$ cat config.mk
export PLATFORM = sky130hd
export DESIGN_NAME = uart_rx
export DESIGN_NICKNAME = d
export VERILOG_FILES = /design/src/rtl/uart_rx.sv
export SDC_FILE = /design/constraint.sdc
export NUM_CORES = 1
export LEC_CHECK = 0
export CORE_ASPECT_RATIO = 1.5
export CORE_MARGIN = 1.5
export CORE_UTILIZATION = 33
export DETAILED_ROUTE_END_ITERATION = 6
export PLACE_DENSITY = 0.6
export SLEW_MARGIN = 20
export SYNTH_ARGS = -nofsm -noshare
export SYNTH_HDL_FRONTEND = slang
export SYNTH_SLANG_ARGS = --single-unit
$ cat constraint.sdc
create_clock -name i_clock -period 3.8 [get_ports i_clock]
set_input_delay 0.57 -clock i_clock [delete_from_list [all_inputs] [get_ports i_clock]]
set_output_delay 0.57 -clock i_clock [all_outputs]
set_load 0.01 [all_outputs]
$ cat src/rtl/uart_rx.sv
// UART receiver: 16x-oversampled deserialiser for NB_DATA-bit, 1-start/SB_TICK-stop frames.
// Presents each good byte with a one-cycle done strobe and flags a low stop bit as a framing error.
module uart_rx #(
    parameter int NB_DATA = 8,
    parameter int SB_TICK = 16
) (
    input  logic               i_clock,
    input  logic               i_reset,
    input  logic               i_tick,
    input  logic               i_rx,
    output logic [NB_DATA-1:0] o_data,
    output logic               o_rx_done,
    output logic               o_frame_err,
    output logic [1:0]         o_dbg_state
);

    // s_cnt must reach both 15 (data bits) and SB_TICK-1 (stop), so never narrower than 4 bits.
    localparam int S_W = ($clog2(SB_TICK) > 4) ? $clog2(SB_TICK) : 4;
    localparam int N_W = (NB_DATA > 2) ? $clog2(NB_DATA) : 1;

    localparam logic [S_W-1:0] S_MID  = S_W'(7);
    localparam logic [S_W-1:0] S_LAST = S_W'(15);
    localparam logic [S_W-1:0] S_STOP = S_W'(SB_TICK - 1);
    localparam logic [N_W-1:0] N_LAST = N_W'(NB_DATA - 1);

    typedef enum logic [1:0] {
        ST_IDLE  = 2'd0,
        ST_START = 2'd1,
        ST_DATA  = 2'd2,
        ST_STOP  = 2'd3
    } state_t;

    // Handshake: o_rx_done and o_frame_err are mutually exclusive single-cycle strobes; o_data
    // is valid in the o_rx_done cycle and holds until the next good frame. There is no ready.

    logic               rx_meta_q;
    logic               rx_s_q;
    state_t             state_q, state_d;
    logic [S_W-1:0]     s_cnt_q, s_cnt_d;
    logic [N_W-1:0]     n_cnt_q, n_cnt_d;
    logic [NB_DATA-1:0] b_q, b_d;
    logic [NB_DATA-1:0] data_q, data_d;
    logic               rx_done_q, rx_done_d;
    logic               frame_err_q, frame_err_d;

    // Both synchroniser flops reset to the idle-high line level so reset never fakes a start edge.
    always_ff @(posedge i_clock) begin
        if (i_reset) begin
            rx_meta_q <= 1'b1;
            rx_s_q    <= 1'b1;
        end else begin
            rx_meta_q <= i_rx;
            rx_s_q    <= rx_meta_q;
        end
    end

    always_ff @(posedge i_clock) begin
        if (i_reset) begin
            state_q     <= ST_IDLE;
            s_cnt_q     <= '0;
            n_cnt_q     <= '0;
            b_q         <= '0;
            data_q      <= '0;
            rx_done_q   <= 1'b0;
            frame_err_q <= 1'b0;
        end else begin
            state_q     <= state_d;
            s_cnt_q     <= s_cnt_d;
            n_cnt_q     <= n_cnt_d;
            b_q         <= b_d;
            data_q      <= data_d;
            rx_done_q   <= rx_done_d;
            frame_err_q <= frame_err_d;
        end
    end

    always_comb begin
        state_d     = state_q;
        s_cnt_d     = s_cnt_q;
        n_cnt_d     = n_cnt_q;
        b_d         = b_q;
        data_d      = data_q;
        rx_done_d   = 1'b0;
        frame_err_d = 1'b0;

        case (state_q)
            ST_IDLE: begin
                // Leaving IDLE does not wait for a tick; edge detection is at full clock rate.
                if (!rx_s_q) begin
                    state_d = ST_START;
                    s_cnt_d = '0;
                end
            end

            ST_START: begin
                if (i_tick) begin
                    if (s_cnt_q == S_MID) begin
                        if (!rx_s_q) begin
                            state_d = ST_DATA;
                            s_cnt_d = '0;
                            n_cnt_d = '0;
                        end else begin
                            state_d = ST_IDLE;
                        end
                    end else begin
                        s_cnt_d = s_cnt_q + 1'b1;
                    end
                end
            end

            ST_DATA: begin
                if (i_tick) begin
                    if (s_cnt_q == S_LAST) begin
                        s_cnt_d = '0;
                        b_d     = {rx_s_q, b_q[NB_DATA-1:1]};
                        if (n_cnt_q == N_LAST) begin
                            state_d = ST_STOP;
                        end else begin
                            n_cnt_d = n_cnt_q + 1'b1;
                        end
                    end else begin
                        s_cnt_d = s_cnt_q + 1'b1;
                    end
                end
            end

            ST_STOP: begin
                if (i_tick) begin
                    if (s_cnt_q == S_STOP) begin
                        state_d = ST_IDLE;
                        if (rx_s_q) begin
                            data_d    = b_q;
                            rx_done_d = 1'b1;
                        end else begin
                            frame_err_d = 1'b1;
                        end
                    end else begin
                        s_cnt_d = s_cnt_q + 1'b1;
                    end
                end
            end

            default: state_d = ST_IDLE;
        endcase
    end

    assign o_data      = data_q;
    assign o_rx_done   = rx_done_q;
    assign o_frame_err = frame_err_q;
    assign o_dbg_state = state_q;

endmodule

Word-level counts from Yosys, hierarchy flattened --
Cells that the tools add are included.
Word-level totals: output and inout port bits 12, word-level logic and storage cells 66, bits in registers 29, input port bits 4
Operators by class: reductions and logical operators 8, equal/unequal tests 17, $add $sub $neg 2, bitwise gates (word level) 3, mux-type cells 27
Operators with widths (count):
- 4-bit 2-to-1 mux | 7
- 2-bit != test (second input constant) | 11
- 2-bit 2-to-1 mux | 9
- 3-bit 2-to-1 mux | 6
- 4-bit case mux with 4 select lines | 1
- 2-bit case mux with 4 select lines | 1
- 4-bit AND reduction | 2
- 8-bit AND reduction | 1
- 7-bit AND reduction | 1
- 3-bit case mux with 2 select lines | 1
- 4-bit by 1-bit adder with 4-bit output (second input constant) | 1
- 2-bit equality test (second input constant) | 2
- 4-bit by 3-bit equality test with 1-bit output (second input constant) | 1
- 4-bit equality test (second input constant) | 1
- 4-bit OR reduction | 1
- 3-bit by 1-bit adder with 3-bit output (second input constant) | 1
- 3-bit equality test (second input constant) | 1
- 1-bit NOT | 3
- 3-bit AND reduction | 1
- 2-bit by 1-bit equality test with 1-bit output (second input constant) | 1
- 2-bit zero test | 1
- 1-bit 2-to-1 mux | 2
- 2-bit nonzero test | 1

Logic depth before layout (Yosys ltp) --
word-level depth 5, gate-level depth with buffers 7, mapped depth without buffers 5

Worst setup path before layout --
No wires, ideal clock.
path kind register -> register, start register s_cnt_q[0], end register data_q[0], in the netlist o_data[0], data arrival time 1400 ps, setup slack 2272 ps, data required time 3672 ps, clock period less this slack 1528 ps, library setup time 128 ps, buffers on the path 2, stages on the path, launching flop included 8, cells stage by stage dfxtp_1 ha_1 buf_4 and4_1 buf_4 nand4_4 mux2i_1 nor2_1
Between the ends: longest elaborated chain between the ends 2
RTL lines:
- start, declared | line 39 | logic [S_W-1:0] s_cnt_q, s_cnt_d;
- start signal, assigned | line 68 | s_cnt_q <= s_cnt_d;
- 4-bit equality test | line 129 | if (s_cnt_q == S_STOP) begin
- 4-bit AND reduction (no line)
- end signal, assigned | line 71 | data_q <= data_d;
- end, declared | line 42 | logic [NB_DATA-1:0] data_q, data_d;
Every way passes these cells. A chain may end at the register's enable or synchronous reset.

==> flow_metrics.env <==
export IMPL_outcome="finished, final reports clean"
export IMPL_comb_power_share_pct=3.8
export IMPL_synth_edf_count=0
export IMPL_syn_cell_area_sq_um=1370
export IMPL_layout_min_cycle_time_ps=2350
export IMPL_drtAntennaViolNets=0
export IMPL_route_detailed_drc=0
export IMPL_root_buffer="clkbuf_8"
export IMPL_grt_start_max_net_pins=25
export IMPL_clk_pin_slew_ps=60
export IMPL_core_sq_um=3960
export IMPL_syn_avg_cell_area_sq_um=10.1
export IMPL_cp_top_family="flip-flops"
export IMPL_synth_cells=136
export IMPL_drtIter0Drc=31
export IMPL_path_cells="clkdlybuf4s50_1"
export IMPL_p_seq_share_pct=50.9
export IMPL_min_path_type="reg2reg"
export IMPL_synth_main_ff_cell="dfxtp_1"
export IMPL_drive_gt1_share_pct=14.0
export IMPL_antenna_found_initial=0
export IMPL_cts_hold_buf=0
export IMPL_path_class="reg2out"
export IMPL_worst_pin_slew_ps=871
export IMPL_rsz0062_at_grt="no"
export IMPL_fmax_mhz=425
export IMPL_drt_pass1_iterations=4
export IMPL_path_buf_inv=1
export IMPL_clock_latency_ps=280
export IMPL_required_ps=3230
export IMPL_gp_congestion=0.759
export IMPL_power_density_nw_per_um2=377
export IMPL_cts_max_level=2
export IMPL_skew_ps=7.50
export IMPL_p_sw_share_pct=21.1
export IMPL_cap_violations=0
export IMPL_path_max_fanout=17
export IMPL_portBuffers=15
export IMPL_tns_ps=0
export IMPL_finalSetupViolCount=0
export IMPL_dpl_cell_count=187
export IMPL_crit_path_end_kind="primary output"
export IMPL_cellLeakagePower_nw=0.590
export IMPL_p_int_w=0.000480
export IMPL_overflow=0
export IMPL_cts_tree="yes"
export IMPL_grtUsageTotal_pct=12.6
export IMPL_slew_headroom_pct=41.7
export IMPL_syn2layout_area_growth_pct=17.7
export IMPL_dieHeight_um=81.9
export IMPL_die_w_um=55.6
export IMPL_first_global_vias=944
export IMPL_slew_viol_final=0
export IMPL_num_fill_cells=409
export IMPL_cts_buffers=5
export IMPL_yosysSeqAreaShare_pct=42.4
export IMPL_io_pins=16
export IMPL_cts_path_max_buffers=2
export IMPL_cts_sinks=29
export IMPL_wl_per_cell_um=13.0
export IMPL_synth_top_cell_area_share_pct=42.4
export IMPL_power_net_switching_w=0.000128
export IMPL_multi_input_area_sq_um=704
export IMPL_vias=1009
export IMPL_synth_largest_area_cell="dfxtp_1"
export IMPL_hold_ws_ps=397
export IMPL_antennaDiodeCount=0
export IMPL_synthTopCellsByArea="dfxtp_1 (42%), mux2i_1 (13%), nor2_1 (5.5%)"
export IMPL_die_area_sq_um=4550
export IMPL_finalNonFillerCells=195
export IMPL_vias_per_cell=5.17
export IMPL_layout_nets=156
export IMPL_arrival_ps=1780
export IMPL_syn_nets=143
export IMPL_worst_path_max_delay_cell="dfxtp_1"
export IMPL_synth_cell_types=38
export IMPL_start_util_pct=34.6
export IMPL_ys_warn_count=0
export IMPL_power_frac_clock_pct=45.3
export IMPL_hold_violations=0
export IMPL_cts_setup_buffers=0
export IMPL_ys_seq_elements=29
export IMPL_ir_drop_v=0.000202
export IMPL_cts_resized=0
export IMPL_min_period_over_period_pct=61.9
export IMPL_postSynth_asyncResetShare_pct=0
export IMPL_grt_pass1_wl_mm=4.42
export IMPL_critPathMaxStageDelay_ps=830
export IMPL_hpwl_mm=1.69
export IMPL_regArea_sq_um=581
export IMPL_rows=28
export IMPL_routed_wl_mm=2.54
export IMPL_startpoint_type="flip-flop"
## metal layers
metal  GRT usage, %  wire length (um)  vias up  share of wire, %
met5              0                 0        -                 0
li1               -                 -      503                 -
met3           4.72               108        4               4.2
met1           14.1              1150      480                45
met2           21.0              1240       22                49
met4           6.59                39        0               1.5
## cell type report
type	instances	area share, %
inverter	3	0.699
clock inverter	1	0.311
sequential	29	36.0
tap	45	3.49
clock buffer	7	5.98
timing repair buffer	16	9.78
multi-input combinational	94	43.7
## sequential cells by signal, summed over array words and instances (netlist names), named ones only
signal / cells
s_cnt_q: 4
n_cnt_q: 3
rx_s_q: 1
o_frame_err: 1
o_rx_done: 1
o_data: 8
b_q: 8
rx_meta_q: 1
o_dbg_state: 1
## cells in the final DEF, fill, tap and decap left out, types with 4 or more instances in the layout
master | netlist | final
nand3_1 | 6 | 6
nor3_1 | 5 | 5
nand2_1 | 4 | 4
clkbuf_8 | 0 | 7
mux2i_1 | 18 | 18
dfxtp_1 | 29 | 29
nand2b_1 | 5 | 5
clkdlybuf4s50_1 | 0 | 15
o21ai_0 | 5 | 5
nor2_1 | 20 | 20
## stage by stage
stage	utilization, %	cell area [sq um]	setup slack (ps)	total power, W
after floorplan	-	1370	2270	0.000331
after global placement	38.1	1510	1420	0.000339
after detailed placement	38.1	1510	1350	0.000339
after CTS	40.7	1610	1430	0.000619
after global routing	40.7	1610	1360	0.000635
final	40.7	1610	1450	0.000608
## kinds of logic (layout without fill, tap and decap cells)
logic type      Yosys count  count (layout)  share of synthesized area [%]
buf+inv                  13              27                           6.12
xor+xnor                  1               1                           2.01
compound gates           21              21                           13.3
fa+ha+maj                 3               3                           2.74
mux                      18              18                           13.2
flops                    29              29                           42.4
simple gates             51              51                           20.3
## path summary, 6_finish.rpt
kind,startpoint,endpoint,slack [ps],cells past startpoint
worst max-delay path,flip-flop,o_dbg_state[1],1450,1
worst max register to register,flip-flop,b_q[2],1610,4
worst min-delay path,rx_meta_q,rx_s_q,400,1
worst min register to register,rx_meta_q,rx_s_q,400,1
## cell usage after synthesis (all sizes together), types with 2 or more instances
cell and instances:
nand2 4, o21ai 6, a31oi 2, clkbuf 3
nor3 6, or2 2, mux2i 18, nand2b 5
nand4 2, ha 3, nor2 21, o211ai 2
a21oi 3, nand3 6, inv 3, buf 7
a211oi 4, dfxtp 29
## power by group through the flow
| stage | sequential, W | combinational [W] | clock (W) |
|---|---|---|---|
| 2_1_floorplan | 0.000315 | 0.0000158 | 0 |
| 3_3_place_gp | 0.000316 | 0.0000225 | 0 |
| 3_5_place_dp | 0.000316 | 0.0000231 | 0 |
| 4_1_cts | 0.000309 | 0.0000230 | 0.000286 |
| 5_1_grt | 0.000310 | 0.0000249 | 0.000300 |
| 6_report | 0.000310 | 0.0000230 | 0.000276 |
Power figures use the tool's default switching activity.
